<file path="config.mk">
export PLATFORM = sky130hd
export DESIGN_NAME = register_fifo
export DESIGN_NICKNAME = d
export VERILOG_FILES = /design/src/rtl/register_pkg.sv /design/src/rtl/register_fifo_ptr.sv /design/src/rtl/register_fifo.sv
export SDC_FILE = /design/constraint.sdc
export NUM_CORES = 1
export LEC_CHECK = 0
export ABC_AREA = 1
export CAP_MARGIN = 20
export CELL_PAD_IN_SITES_DETAIL_PLACEMENT = 1
export CELL_PAD_IN_SITES_GLOBAL_PLACEMENT = 2
export CORE_MARGIN = 2
export CORE_UTILIZATION = 32
export DETAILED_ROUTE_END_ITERATION = 6
export PLACE_DENSITY = 0.8
export REMOVE_ABC_BUFFERS = 1
export SYNTH_ARGS = -nofsm -noshare
export SYNTH_HDL_FRONTEND = slang
export SYNTH_SLANG_ARGS = --single-unit
</file>
<file path="constraint.sdc">
create_clock -name clk -period 2.22 [get_ports clk]
set_input_delay 0.444 -clock clk [delete_from_list [all_inputs] [get_ports clk]]
set_output_delay 0.444 -clock clk [all_outputs]
set_load 0.01 [all_outputs]
</file>
<file path="src/rtl/register_pkg.sv">
// register_pkg: shared width helpers and default-size types for register_fifo
package register_pkg;
  function automatic int clog2_ceil(input int n);
    int r;
    r = 0;
    for (int v = 1; v < n; v = v << 1) r++;
    return r;
  endfunction
  function automatic int ptr_width(input int depth);
    return (depth > 2) ? clog2_ceil(depth) : 1;
  endfunction
  localparam int DEF_DEPTH = 4;
  localparam int DEF_PTR_W = ptr_width(DEF_DEPTH);
  localparam int DEF_CNT_W = clog2_ceil(DEF_DEPTH + 1);
  typedef logic [DEF_PTR_W-1:0] ptr_t;
  typedef logic [DEF_CNT_W-1:0] cnt_t;
endpackage

</file>
<file path="src/rtl/register_fifo_ptr.sv">
// register_fifo_ptr: wrapping index 0..DEPTH-1 advancing on inc; ports clk, rst_n (sync active-low), clear (REGISTER_FIFO_CLEAR_EN only), inc, ptr
module register_fifo_ptr
  import register_pkg::*;
#(
  parameter int PTR_W = 2,
  parameter int DEPTH = 4
) (
  input  logic             clk,
  input  logic             rst_n,
`ifdef REGISTER_FIFO_CLEAR_EN
  input  logic             clear,
`endif
  input  logic             inc,
  output logic [PTR_W-1:0] ptr
);
  logic flush;
`ifdef REGISTER_FIFO_CLEAR_EN
  assign flush = clear;
`else
  assign flush = 1'b0;
`endif
  always_ff @(posedge clk)
    if (!rst_n || flush) ptr <= '0;
    else if (inc) ptr <= (ptr == PTR_W'(DEPTH - 1)) ? '0 : ptr + 1'b1;
endmodule

</file>
<file path="src/rtl/register_fifo.sv">
// register_fifo: first-word fall-through valid/ready FIFO of WIDTH-bit registers with count/full/empty and sticky overflow; ports clk, rst_n (sync active-low), clear (REGISTER_FIFO_CLEAR_EN only), in_data/in_valid/in_ready, out_data/out_valid/out_ready, count, full, empty, overflow
module register_fifo
  import register_pkg::*;
#(
  parameter  int WIDTH = 32,
  parameter  int DEPTH = 4,
  localparam int PTR_W = ptr_width(DEPTH),
  localparam int CNT_W = clog2_ceil(DEPTH + 1)
) (
  input  logic             clk,
  input  logic             rst_n,
`ifdef REGISTER_FIFO_CLEAR_EN
  input  logic             clear,
`endif
  input  logic [WIDTH-1:0] in_data,
  input  logic             in_valid,
  output logic             in_ready,
  output logic [WIDTH-1:0] out_data,
  output logic             out_valid,
  input  logic             out_ready,
  output logic [CNT_W-1:0] count,
  output logic             full,
  output logic             empty,
  output logic             overflow
);
  logic push, pop, flush;
  logic [PTR_W-1:0] wr_ptr, rd_ptr;
  logic [WIDTH-1:0] mem [DEPTH];
`ifdef REGISTER_FIFO_CLEAR_EN
  assign flush = clear;
`else
  assign flush = 1'b0;
`endif
  assign full      = count == CNT_W'(DEPTH);
  assign empty     = count == '0;
  assign in_ready  = !full;
  assign out_valid = !empty;
  assign push      = in_valid && in_ready;
  assign pop       = out_valid && out_ready;
  assign out_data  = empty ? '0 : mem[rd_ptr];
  register_fifo_ptr #(.PTR_W(PTR_W), .DEPTH(DEPTH)) u_wr (
    .clk(clk),
    .rst_n(rst_n),
`ifdef REGISTER_FIFO_CLEAR_EN
    .clear(clear),
`endif
    .inc(push),
    .ptr(wr_ptr)
  );
  register_fifo_ptr #(.PTR_W(PTR_W), .DEPTH(DEPTH)) u_rd (
    .clk(clk),
    .rst_n(rst_n),
`ifdef REGISTER_FIFO_CLEAR_EN
    .clear(clear),
`endif
    .inc(pop),
    .ptr(rd_ptr)
  );
  for (genvar i = 0; i < DEPTH; i++) begin : g_ent
    logic [WIDTH-1:0] q;
    always_ff @(posedge clk)
      if (push && wr_ptr == PTR_W'(i)) q <= in_data;
    assign mem[i] = q;
  end
  always_ff @(posedge clk)
    if (!rst_n || flush) begin
      count    <= '0;
      overflow <= 1'b0;
    end else begin
      count    <= count + CNT_W'(push) - CNT_W'(pop);
      overflow <= overflow | (in_valid & full);
    end
endmodule
</file>
==> qor.csv <==
metric;value;unit
outcome;finished, final reports clean;
flops & latches, synth;136;
Pwr Density;1300;nW/um^2
total gr overflow;0;
largest stage delay on the critical path;0.48;ns
DR pass1 iterations;4;
Chip Height;137;um
GRT Overall Usage;16.5;%
top area cells in the synthesized netlist;edfxtp_1 (68%), nand2_1 (18%), a21oi_1 (2.9%), dfxtp_1 (2.8%), ha_1 (1.6%);
Area Overhead vs Synth;34.4;%
Filler Cells Inserted;1849;
TritonCTS clock tree;yes;
antenna violations before repair;0;
Slew headroom;79.7;%
Tcrit/Tclk final;98.4;%
post-layout min period;2.18;ns
mapped cell area;5630;um^2
commonest non-fill, non-tap cells in the layout;nand2_1 (267), edfxtp_1 (128), clkdlybuf4s50_1 (42);
worst path buffer plus inverter count;2;
final worst-path setup slack;0.0359;ns
RSZ-0062 raised after global routing;true;
nets;654;
setup violators final;0;
register clock-pin slew on the reported worst setup and hold paths;0.05;ns
Worst Tran Pin Value;0.304;ns
WL/cell;17.2;um
worst hold path endpoint;overflow;
ANT cells;0;
CTS H-tree lvls;4;
Sum Neg Setup Slack;0;ns
Final GP Congestion;0.718;
Synth Warn #;0;
crit path DAT;1.74;ns
MaxCap Viol Count;0;
CP dominant cell by count;nand2_1;
maximum achievable frequency;458;MHz
DRC;0;
Lkg Pwr;3.05;nW
Die W;137;um
most common cell after layout, fill and taps aside;nand2_1;
worst hold path type;flip-flop to flip-flop;
Yosys top cell by area;edfxtp_1;
Place WS;0.0120;ns
FF/Latch Area;4010;um^2
Fin. Hold Viols;0;
vias;3960;
Setup Skew;0.00642;ns
Starting Density;32.7;%
Synth top area share;68.2;%
Max rail drop VDD;0.887;mV
Mapped Cells;511;
DR iter-0 viols;182;
cells along the critical path;buf_6, nand2_1, nand2_1, nand2_1, a21oi_2, dlygate4sd2_1;
synth unique cells;18;
Mapped Avg Cell Area;11.0;um^2
Seq/Total Area, Yosys;71.1;%
clk root buf;clkbuf_16;
die area;18700;um^2
critical path class;flip-flop to output pin;
Req. time, crit path;1.78;ns
Hold Buf Count CTS;0;
RR Startpoint;count[1];
r2r worst-path depth;11;
first-pass GRT wire length;22.6;mm
worst skew pair latency;0.42;ns
hold_sp;overflow;
R2R Setup Slk;0.34;ns
post-route ant nets;0;
DRT Wirelength;14.6;mm
CP max-delay cell;dfxtp_4;
Std-Cell Rows;48;
CP Capture Type;output pin;
fraction of layout cells with a size suffix above 1;18.6;%
IO Count;76;
multi-input logic area;1500;um^2
FF-to-FF End;count[2];
Hold Path Depth;2;
Crit Path Max Fanout;14;
largest net degree at the start of global routing;27;
clk sinks;136;
crit path launch type;flip-flop;
Port Buffers;75;
Max clock buf depth;2;
largest delay contributor family on the critical path;buffers and inverters;
post-DP HPWL;8.69;mm
number of buffers created by CTS;17;
fin. max-slew vios;0;
vias in the first global route;4211;
core area;17200;um^2
Vias/cell;4.68;
[how the worst max path moves through the flow]
stage                 from            to  slack (ns)  cells after the start
6_report       u_rd.ptr[0]  out_data[10]        0.04                      6
5_1_grt        u_rd.ptr[0]   out_data[5]       -0.07                      7
4_1_cts        u_rd.ptr[0]  out_data[29]       -0.02                      8
3_5_place_dp     out_ready      count[2]        0.01                      9
3_3_place_gp     out_ready      count[2]        0.05                      9
2_1_floorplan  u_rd.ptr[0]   out_data[0]       -0.62                      5
[kinds of logic after synthesis]
family | count (synthesis) | share of synthesized area, %
AOI/OAI and AO/OA | 34 | 3.07
buffers and inverters | 43 | 4.33
DFF | 136 | 71.1
xor gates and xnor gates | 1 | 0.156
adders and majority gates | 8 | 1.91
and+or+nand+nor | 289 | 19.5
[stage by stage]
stage                     hold WS [ns]  util (%)  power, W  area (um^2)  std cells
after floorplan                  0.481         -   0.00488         5460        486
after global placement           0.453      39.7   0.00687         6840        810
after detailed placement         0.457      39.7   0.00695         6840        810
after CTS                        0.468      43.8   0.00995         7550        845
after global routing             0.508      43.9    0.0104         7570        847
final                            0.467      43.9   0.00986         7570        847
[metal layers]
metal | track usage [%] | wire (um) | part of all wire, %
met5 | 0 | 0 | 0
met4 | 5.96 | 278 | 1.9
met3 | 5.30 | 582 | 4.0
met2 | 28.1 | 7580 | 52
met1 | 19.7 | 6150 | 42
[synthesized netlist by cell type (all sizes together)]
master    n
a21boi    1
dfxtp     8
nor2     16
inv      18
xnor2     1
nand3b    1
buf      21
fa        1
nand2   272
clkbuf    4
ha        7
edfxtp  128
a21oi    33
[flip-flops by register name (all words and copies together), names as in the netlist]
| register | cells |
|---|---|
| u_rd.ptr | 2 |
| count | 3 |
| u_wr.ptr | 2 |
| overflow | 1 |
| g_ent.q | 128 |
[tightest hold or removal path, cell delays in order (launching register included)]
cell and delay, ns:
dfxtp_1 0.31, inv_1 0.04, a21boi_0 0.06
[power by group]
part / total, W / internal [W] / switching [W]
clock: 0.00296 / 0.00197 / 0.000989
sequential: 0.00329 / 0.00316 / 0.000134
combinational: 0.00361 / 0.00147 / 0.00215
total: 0.00986 / 0.00659 / 0.00327
[repair_timing]
action	CTS	global route
setup endpoints to repair	33	23
setup buffers	1	0
gates resized for setup	107	35
cloned	3	2
pin swaps	4	6
[cell type report]
class / instances / area share [%]
Timing Repair Buffer: 105 / 14.3
Clock inverter: 11 / 2.36
Sequential cell: 136 / 53.0
Multi-Input combinational cell: 332 / 19.7
Tap cell: 225 / 3.72
Clock buffer: 20 / 5.77
Inverter: 18 / 1.09
(Power assumes the default switching activity.)
